<file path="config.mk">
export PLATFORM = sky130hd
export DESIGN_NAME = instr_fetch
export DESIGN_NICKNAME = d
export VERILOG_FILES = /design/src/rtl/riscv_pkg.sv /design/src/rtl/fetch_fifo.sv /design/src/rtl/instr_fetch.sv
export SDC_FILE = /design/constraint.sdc
export NUM_CORES = 1
export LEC_CHECK = 0
export BUFFER_PORTS_ARGS = -buffer_cell sky130_fd_sc_hd__clkbuf_2
export CAP_MARGIN = 20
export CORE_ASPECT_RATIO = 2
export CORE_UTILIZATION = 51
export DETAILED_ROUTE_END_ITERATION = 8
export PLACE_DENSITY = 0.74
export SETUP_SLACK_MARGIN = 0.05
export SYNTH_ARGS = -nofsm -noshare
export SYNTH_HDL_FRONTEND = slang
export SYNTH_SLANG_ARGS = --single-unit
</file>
<file path="constraint.sdc">
create_clock -name clk -period 5.85 [get_ports clk]
set_clock_uncertainty 0.2 [all_clocks]
set_input_delay 0.585 -clock clk [delete_from_list [all_inputs] [get_ports clk]]
set_output_delay 0.585 -clock clk [all_outputs]
set_load 0.02 [all_outputs]
</file>
<file path="src/rtl/riscv_pkg.sv">
// Shared RV32I definitions for the fetch stage and the decoder.
package riscv_pkg;

    // Canonical NOP: addi x0, x0, 0
    localparam logic [31:0] NopInstr = 32'h0000_0013;

    // RV32I major opcodes
    localparam logic [6:0] OpcLui    = 7'b0110111;
    localparam logic [6:0] OpcAuipc  = 7'b0010111;
    localparam logic [6:0] OpcJal    = 7'b1101111;
    localparam logic [6:0] OpcJalr   = 7'b1100111;
    localparam logic [6:0] OpcBranch = 7'b1100011;
    localparam logic [6:0] OpcLoad   = 7'b0000011;
    localparam logic [6:0] OpcStore  = 7'b0100011;
    localparam logic [6:0] OpcOpImm  = 7'b0010011;
    localparam logic [6:0] OpcOp     = 7'b0110011;
    localparam logic [6:0] OpcMisc   = 7'b0001111;
    localparam logic [6:0] OpcSystem = 7'b1110011;

    typedef enum logic [1:0] {
        StBoot,
        StRun,
        StFlush
    } fetch_state_e;

    // One queue slot: instruction word plus the address it came from
    typedef struct packed {
        logic [31:0] pc;
        logic [31:0] instr;
    } fetch_entry_t;

    function automatic logic [31:0] word_align(input logic [31:0] addr);
        return {addr[31:2], 2'b00};
    endfunction

endpackage

</file>
<file path="src/rtl/fetch_fifo.sv">
// In-order queue of fetched {pc, instr} pairs with synchronous flush.
module fetch_fifo
    import riscv_pkg::*;
#(
    parameter int unsigned DEPTH = 2
) (
    input  logic                       clk,
    input  logic                       rst_n,
    input  logic                       i_push,
    input  fetch_entry_t               i_push_data,
    input  logic                       i_pop,
    input  logic                       i_flush,
    output fetch_entry_t               o_head,
    output logic [$clog2(DEPTH):0]     o_count,
    output logic                       o_empty,
    output logic                       o_full
);

    localparam int unsigned PtrW = $clog2(DEPTH);

    fetch_entry_t           r_mem [DEPTH];
    logic [PtrW-1:0]        r_wr_ptr;
    logic [PtrW-1:0]        r_rd_ptr;
    logic [PtrW:0]          r_count;
    logic                   w_do_push;
    logic                   w_do_pop;

    // Flush overrides both push and pop in the same cycle
    assign w_do_push = i_push & ~o_full & ~i_flush;
    assign w_do_pop  = i_pop & ~o_empty & ~i_flush;

    // Pointer and occupancy tracking; pointers wrap naturally at DEPTH
    always_ff @(posedge clk or negedge rst_n) begin
        if (!rst_n) begin
            r_wr_ptr <= '0;
            r_rd_ptr <= '0;
            r_count  <= '0;
        end else if (i_flush) begin
            r_wr_ptr <= '0;
            r_rd_ptr <= '0;
            r_count  <= '0;
        end else begin
            if (w_do_push) r_wr_ptr <= r_wr_ptr + PtrW'(1);
            if (w_do_pop)  r_rd_ptr <= r_rd_ptr + PtrW'(1);
            r_count <= r_count + (PtrW+1)'(w_do_push) - (PtrW+1)'(w_do_pop);
        end
    end

    // Storage needs no reset: contents are only observed when non-empty
    always_ff @(posedge clk) begin
        if (w_do_push) r_mem[r_wr_ptr] <= i_push_data;
    end

    assign o_head  = r_mem[r_rd_ptr];
    assign o_count = r_count;
    assign o_empty = (r_count == '0);
    assign o_full  = (r_count == (PtrW+1)'(DEPTH));

endmodule

</file>
<file path="src/rtl/instr_fetch.sv">
// RV32I fetch stage: PC, credit-limited memory requests, response queue, redirect flush.
module instr_fetch
    import riscv_pkg::*;
#(
    parameter logic [31:0] RESET_PC = 32'h0000_0000,
    parameter int unsigned DEPTH    = 2
) (
    input  logic        clk,
    input  logic        rst_n,
    output logic        imem_req_valid,
    input  logic        imem_req_ready,
    output logic [31:0] imem_req_addr,
    input  logic        imem_rsp_valid,
    input  logic [31:0] imem_rsp_data,
    input  logic        redirect_valid,
    input  logic [31:0] redirect_pc,
    output logic        instr_valid,
    input  logic        instr_ready,
    output logic [31:0] instr_out,
    output logic [31:0] instr_pc
);

    localparam int unsigned CntW = $clog2(DEPTH) + 1;

    fetch_state_e   r_state, w_state_next;
    logic [31:0]    r_pc, w_pc_next;
    // PC of the next response expected from memory; responses are in order
    // and a redirect kills everything older, so one counter tags every word.
    logic [31:0]    r_rsp_pc, w_rsp_pc_next;
    // Requests accepted but not yet answered; in FLUSH this is the kill count
    logic [CntW-1:0] r_out, w_out_next;

    logic           w_push, w_pop, w_flush;
    logic           w_req_valid, w_accept, w_credit_ok;
    logic [CntW:0]  w_in_use;
    logic [31:0]    w_target;
    fetch_entry_t   w_push_data, w_head;
    logic [CntW-1:0] w_fifo_count;
    logic           w_fifo_empty, w_fifo_full;

    assign w_target    = word_align(redirect_pc);
    assign w_in_use    = {1'b0, r_out} + {1'b0, w_fifo_count};
    assign w_credit_ok = (w_in_use < (CntW+1)'(DEPTH));
    assign w_req_valid = (r_state == StRun) & ~redirect_valid & w_credit_ok;
    assign w_accept    = w_req_valid & imem_req_ready;
    assign w_push_data = '{pc: r_rsp_pc, instr: imem_rsp_data};

    // State, PC and outstanding-count registers
    always_ff @(posedge clk or negedge rst_n) begin
        if (!rst_n) begin
            r_state  <= StBoot;
            r_pc     <= RESET_PC;
            r_rsp_pc <= RESET_PC;
            r_out    <= '0;
        end else begin
            r_state  <= w_state_next;
            r_pc     <= w_pc_next;
            r_rsp_pc <= w_rsp_pc_next;
            r_out    <= w_out_next;
        end
    end

    // Next-state and queue control; a redirect beats push, pop and request
    always_comb begin
        w_state_next  = r_state;
        w_pc_next     = r_pc;
        w_rsp_pc_next = r_rsp_pc;
        w_out_next    = r_out;
        w_push        = 1'b0;
        w_pop         = 1'b0;
        w_flush       = 1'b0;
        unique case (r_state)
            StBoot: begin
                w_state_next = StRun;
                if (redirect_valid) begin
                    w_pc_next     = w_target;
                    w_rsp_pc_next = w_target;
                end
            end
            StRun: begin
                if (redirect_valid) begin
                    w_flush       = 1'b1;
                    w_pc_next     = w_target;
                    w_rsp_pc_next = w_target;
                    w_out_next    = r_out - CntW'(imem_rsp_valid);
                    if (w_out_next != '0) w_state_next = StFlush;
                end else begin
                    if (w_accept) w_pc_next = r_pc + 32'd4;
                    if (imem_rsp_valid) begin
                        w_push        = 1'b1;
                        w_rsp_pc_next = r_rsp_pc + 32'd4;
                    end
                    w_pop      = ~w_fifo_empty & instr_ready;
                    w_out_next = r_out + CntW'(w_accept) - CntW'(imem_rsp_valid);
                end
            end
            StFlush: begin
                // Stale responses are dropped and only decrement the kill count
                if (imem_rsp_valid && r_out != '0) w_out_next = r_out - CntW'(1);
                if (redirect_valid) begin
                    w_flush       = 1'b1;
                    w_pc_next     = w_target;
                    w_rsp_pc_next = w_target;
                end
                if (w_out_next == '0) w_state_next = StRun;
            end
            default: w_state_next = StBoot;
        endcase
    end

    fetch_fifo #(
        .DEPTH (DEPTH)
    ) u_fifo (
        .clk         (clk),
        .rst_n       (rst_n),
        .i_push      (w_push),
        .i_push_data (w_push_data),
        .i_pop       (w_pop),
        .i_flush     (w_flush),
        .o_head      (w_head),
        .o_count     (w_fifo_count),
        .o_empty     (w_fifo_empty),
        .o_full      (w_fifo_full)
    );

    assign imem_req_valid = w_req_valid;
    assign imem_req_addr  = r_pc;
    assign instr_valid    = ~w_fifo_empty;
    assign instr_out      = w_fifo_empty ? NopInstr : w_head.instr;
    assign instr_pc       = w_fifo_empty ? r_rsp_pc : w_head.pc;

endmodule
</file>
## After elaboration in Yosys (flattened, before gate mapping)

Memories as Yosys holds them, arrays and structs flattened.
Index checks and enable logic that the tools add are counted.

| storage, ports and cells | value |
|---|---|
| memories | 1 |
| bits in writable memories | 128 |
| register bits after elaboration | 72 |
| logic and storage cells | 87 |
| output and inout port bits | 98 |

| cells by class | value |
|---|---|
| multiplexer cells | 31 |
| magnitude comparators | 1 |
| $add $sub $neg | 11 |
| reduce and logical (&&, ||, !) cells | 15 |
| bitwise logic cells | 12 |
| equality and inequality tests | 9 |

Memory list:

| memory | depth | width | read ports | clocked after memory_dff | wr ports | RTL line | source |
|---|---|---|---|---|---|---|---|
| u_fifo.r_mem | 2 | 64 | 1 | 0 | 1 | fetch_fifo.sv:21 | `fetch_entry_t r_mem [DEPTH];` |

Operators with widths:

| operator | number |
|---|---|
| $mux W32 | 7 |
| $pmux W32 S2 | 2 |
| $add A32 B3 Y32 const B | 2 |
| $mux W2 | 7 |
| $mux W1 | 13 |
| $reduce_bool A2 Y1 | 6 |
| $reduce_and A3 Y1 | 3 |
| $and A1 B1 Y1 | 8 |
| $logic_not A2 Y1 | 3 |
| $ne A3 B3 Y1 const B | 2 |
| $pmux W2 S3 | 1 |
| $sub A2 B1 Y2 | 3 |
| $add A2 B1 Y2 | 2 |
| $eq A2 B2 Y1 const B | 2 |
| $ne A2 B1 Y1 const B | 2 |
| $ne A2 B2 Y1 const B | 2 |
| $not A1 Y1 | 4 |
| $pmux W2 S2 | 1 |
| $reduce_or A2 Y1 | 2 |
| $add A2 B2 Y3 | 1 |
| $lt A3 B2 Y1 const B | 1 |
| $add A1 B1 Y1 const B | 2 |
| $eq A2 B1 Y1 const B | 1 |
| $sub A2 B1 Y2 const B | 1 |
| $logic_and A1 B1 Y1 | 1 |

## Longest topological paths before layout

| logic depth | value |
|---|---|
| depth in word-level cells | 9 |
| gate-level depth with buffers | 13 |
| gate-level depth less buffers | 13 |

## Modules after synthesis

Synthesis repeated with hierarchy kept, for this count alone.

| second synthesis, totals | value |
|---|---|
| cell total of the unflattened synthesis | 807 |
| area total of the unflattened synthesis | 9,826.9 um^2 |

Modules (own cells, without submodules):

| module | area each (um^2) | times used | cells an instance |
|---|---|---|---|
| fetch_fifo | 5,052.3 | 1 | 224 |
| instr_fetch | 4,774.6 | 1 | 583 |

## Least setup slack after synthesis

No wires, ideal clock.

| timing | value |
|---|---|
| kind | input port to flip-flop |
| start | input redirect_valid |
| end | memory u_fifo.r_mem[0][0] (netlist name), enable pin |
| required time | 5,159 ps |
| cell stages on the path | 4 |
| path slack | 1,019 ps |
| data arrival time | 4,140 ps |
| cells stage by stage | buf_4 -> nand2b_1 -> a211oi_1 -> nor2b_1 |

| between the ends | value |
|---|---|
| longest elaborated chain between the ends | 6 |

RTL lines:

| what | RTL line | source |
|---|---|---|
| from (decl) | instr_fetch.sv:15 | `input logic redirect_valid,` |
| $mux W1, on equally long branches | instr_fetch.sv:81, instr_fetch.sv:100 |  |
| $mux W1, on equally long branches | -- |  |
| $and A1 B1 Y1 or $not A1 Y1 (tied branches) | fetch_fifo.sv:29 | `assign w_do_push = i_push & ~o_full & ~i_flush;` |
| $and A1 B1 Y1 * | fetch_fifo.sv:29 |  |
| $mux W1 * | fetch_fifo.sv:51 | `if (w_do_push) r_mem[r_wr_ptr] <= i_push_data;` |
| $mux W1 (not written as such) * | fetch_fifo.sv:51 |  |
| to (decl) | fetch_fifo.sv:21 |  |

Every way passes the cells marked *; elsewhere a longest branch is shown, timed or not.

## Final worst setup path

| timing | value |
|---|---|
| start | register u_fifo.r_count[1] (netlist: u_fifo.o_count[1]) |
| end | output instr_pc[28] |

| between the ends | value |
|---|---|
| longest elaborated chain between the ends | 2 |

RTL lines:

| what | RTL line | source |
|---|---|---|
| from (decl) | fetch_fifo.sv:24 | `logic [PtrW:0] r_count;` |
| from (signal assigned) | fetch_fifo.sv:45 | `r_count <= r_count + (PtrW+1)'(w_do_push) - (PtrW+1)'(w_do_pop);` |
| $logic_not A2 Y1 | fetch_fifo.sv:56 | `assign o_empty = (r_count == '0);` |
| $mux W32 | instr_fetch.sv:130 | `assign instr_pc = w_fifo_empty ? r_rsp_pc : w_head.pc;` |
| to (decl) | instr_fetch.sv:20 | `output logic [31:0] instr_pc` |

Every way passes these cells.

==> results.rst <==
.. list-table::
   :header-rows: 1

   * - Metric
     - Value
   * - Largest vdd supply drop
     - 0.2509 mV
   * - Hold WC Path Type
     - primary input to async pin
   * - Setup crit start kind
     - register
   * - Netlist cell types
     - 66
   * - Endpoint class of the critical path
     - primary output
   * - Setup crit start
     - u_fifo.o_count[1]
   * - Crit. path cell count
     - 5
   * - Most used DFF post-synth
     - sky130_fd_sc_hd__edfxtp_1
   * - CP bufs+invs
     - 2
   * - DP Wirelength
     - 14770 um
   * - Fraction of post-synthesis cell area in the top cell type by area
     - 39.98%
   * - Accumulated negative setup slack
     - 0 ps
   * - Layout-stage area growth over the synthesis result
     - 16.74%
   * - Critical R2R Capture
     - u_fifo.r_mem[0][42]
   * - Routed wire per std cell
     - 17.81 um
   * - Clock Sinks
     - 192
   * - DR vias
     - 7002
   * - Via-per-instance ratio
     - 5.904
   * - Wire length of the first global-routing pass
     - 33320 um
   * - Min cycle time layout
     - 3343 ps
   * - Cell at the root of the clock tree
     - sky130_fd_sc_hd__clkbuf_16
   * - Antenna violations before repair
     - 1
   * - Top achievable clock speed
     - 299.1 MHz
   * - First-pass iteration count of the detailed router
     - 5
   * - Standard-cell rows
     - 69
   * - Number of buffers inserted by post-CTS setup repair
     - 0
   * - Share of the yosys chip area belonging to registers
     - 58.25%
   * - Total standard cell area after synthesis
     - 9314 um^2
   * - Number of nets in the finished design
     - 1042
   * - Clock-pin slew reported for the worst setup and hold paths after clock tree synthesis
     - 70 ps
   * - Standard cell core area
     - 17780 um^2
   * - Pins over their slew limit
     - 0
   * - Status
     - complete, no violations
   * - Async set-reset flop share out of synthesis
     - 35.42%
   * - Capture point of the critical path
     - instr_pc[28]
   * - Die Height
     - 193.1 um
   * - Initial Utilization
     - 52.37%
   * - Number of filler instances in the final layout
     - 1479
   * - Count leader, synth
     - sky130_fd_sc_hd__edfxtp_1
   * - Top fanout value on the critical path
     - 63
   * - Vias in the first global route
     - 6707
   * - Hold buffers post-CTS
     - 0
   * - CTS tree
     - yes
   * - Width of the die
     - 97.56 um
   * - Largest net degree at the start of global routing
     - 69
   * - H-tree levels
     - 4
   * - Final setup fails
     - 0
   * - CTS buffer count
     - 17
   * - Least-Margin Pin Slew
     - 1056 ps
   * - Final WS setup
     - 2507 ps
   * - IO Port Bufs
     - 161
   * - Worst-Skew Late Latency
     - 440 ps
   * - Worst setup timing slack at the placement stage
     - 2151 ps
   * - FF-to-FF setup slack
     - 2510 ps
   * - Top post-synthesis cells by area
     - sky130_fd_sc_hd__edfxtp_1 40%, sky130_fd_sc_hd__dfrtp_1 18%, sky130_fd_sc_hd__mux2i_1 6.9%
   * - Total Routing Usage GR
     - 22.51%
   * - Setup Crit Path Kind
     - register to primary output
   * - Number of flops mapped to enable cells by yosys
     - 124
   * - Clock Path Buffers
     - 2
   * - Worst path max stage delay
     - 580 ps
   * - Master of the slowest instance on the critical path
     - sky130_fd_sc_hd__buf_4
   * - Worst slew margin relative to its limit
     - 29.43%
   * - Number of nets with antenna violations after routing
     - 0
   * - Average size of a mapped cell
     - 11.34 um^2
   * - Area of the die
     - 18840 um^2
   * - Total DRC errors in the routed layout
     - 0
   * - Layout cell share with drive strength beyond 1
     - 23.56%
   * - Total detailed-routing wirelength
     - 21120 um
   * - Most numerous cell types in the synthesized netlist
     - 124 x sky130_fd_sc_hd__edfxtp_1, 78 x sky130_fd_sc_hd__nand2_1, 77 x sky130_fd_sc_hd__nor2_1
   * - Standby leakage power
     - 4.203 nW
   * - Final cycle utilization of the critical path
     - 57.15%
   * - Leading area contributor after synthesis
     - sky130_fd_sc_hd__edfxtp_1
   * - Series of cell instances along the critical path
     - nor2_4 -> buf_4 -> nand2_1 -> o21ai_0 -> clkbuf_2
   * - Beginning of the worst register-to-register path
     - r_state[1]
   * - Final Hold Fails
     - 0
   * - Reg2reg path depth
     - 6
   * - Flip-flop and latch count after synthesis
     - 192
   * - Syn Inst Count
     - 821
   * - Layout Cell Area excl Fill
     - 10870 um^2
   * - Critical path data arrival time
     - 2560 ps
   * - Max-cap violations
     - 0
   * - Power density over the cells
     - 545.2 nW/um^2
   * - Global placer's final weighted congestion
     - 0.8590
   * - Instance area after placement
     - 10240 um^2
   * - RSZ-0062 raised after global routing
     - false
   * - Iteration-0 DRC count of the detailed router
     - 340
   * - Count of cells resized by post-cts repair
     - 0
   * - Cell type group with the largest total delay on the critical path
     - buffers and inverters
   * - Critical path data required time
     - 5070 ps
   * - Total of warnings raised by yosys
     - 0
   * - Number of top-level pins
     - 168
   * - Total congestion overflow after global routing
     - 0
worst min path at each step:
stage	start	end	slack (ps)	cells after the start
6_report	rst_n	r_out[1]	130	2
5_1_grt	imem_rsp_data[31]	u_fifo.r_mem[1][31]	120	1
3_3_place_gp	imem_req_addr[31]	imem_req_addr[31]	300	1
4_1_cts	imem_rsp_data[21]	u_fifo.r_mem[1][21]	120	1
2_1_floorplan	rst_n	imem_req_addr[10]	90	0
3_5_place_dp	r_rsp_pc[29]	u_fifo.r_mem[1][61]	310	0
cells in the final DEF (no fill, tap or decap), types with 10 or more instances in the layout:
master / instances
sky130_fd_sc_hd__nor3_1: 10
sky130_fd_sc_hd__dfrtp_1: 67
sky130_fd_sc_hd__nand3_1: 26
sky130_fd_sc_hd__o21ai_0: 60
sky130_fd_sc_hd__nand2_1: 78
sky130_fd_sc_hd__a31oi_1: 12
sky130_fd_sc_hd__mux2i_1: 64
sky130_fd_sc_hd__o22a_1: 16
sky130_fd_sc_hd__clkbuf_2: 160
sky130_fd_sc_hd__clkbuf_16: 18
sky130_fd_sc_hd__a21oi_1: 53
sky130_fd_sc_hd__and3_1: 14
sky130_fd_sc_hd__nor2_1: 75
sky130_fd_sc_hd__inv_1: 16
sky130_fd_sc_hd__edfxtp_1: 124
sky130_fd_sc_hd__ha_1: 12
sky130_fd_sc_hd__nand4_1: 16
sky130_fd_sc_hd__o22ai_1: 10
power by group:
| group | total [mW] | leakage [nW] | internal [mW] | switching (mW) |
|---|---|---|---|---|
| Sequential | 2.25 | 1.90 | 1.82 | 0.439 |
| Combinational | 2.55 | 2.01 | 0.914 | 1.64 |
| Clock | 1.12 | 0.290 | 0.597 | 0.522 |
sequential cells by signal (all words and copies together) (netlist names):
name             flops
u_fifo.r_mem       124
r_state              2
imem_req_addr       30
u_fifo.r_wr_ptr      1
r_rsp_pc            30
u_fifo.o_count       2
u_fifo.r_rd_ptr      1
r_out                2
area by class of cell:
type / instances / area, um^2 / area share (%)
Tap cell: 213 / 266.5 / 2.451
Sequential cell: 192 / 5429 / 49.93
Multi-Input combinational cell: 561 / 3623 / 33.33
Inverter: 16 / 60.06 / 0.5524
Clock buffer: 19 / 464.2 / 4.269
Antenna cell: 1 / 2.502 / 0.02302
Timing Repair Buffer: 171 / 913.4 / 8.400
Clock inverter: 13 / 113.9 / 1.047
per-stage QoR:
step | hold slack (ps) | cells | util [%] | power, mW
3_5_place_dp | 306.3 | 1151 | 57.61 | 4.811
3_3_place_gp | 297.6 | 1151 | 57.61 | 4.750
6_report | 134.8 | 1186 | 61.14 | 5.928
2_1_floorplan | 89.41 | 824 | - | 4.009
4_1_cts | 123.1 | 1183 | 60.86 | 5.936
5_1_grt | 121.7 | 1186 | 61.14 | 6.294
metal layers:
layer | track usage, % | share of wire [%]
met1 | 25.68 | 39
met2 | 40.59 | 54
met3 | 3.605 | 4.2
met4 | 11.54 | 3.4
met5 | 0 | 0
kinds of logic (layout without fill, tap and decap cells):
kind of cell    after synthesis  after routing  share of synthesized area (%)
compound gates              212            212                          14.67
other cells                   1              5                        0.04026
simple gates                262            262                          14.51
flops                       192            192                          58.25
fa+ha+maj                    13             13                          1.827
mux                          65             65                          6.999
xor+xnor                      5              5                         0.4702
buf+inv                      71            219                          3.238
No activity file was read; power rests on OpenSTA's default activity.
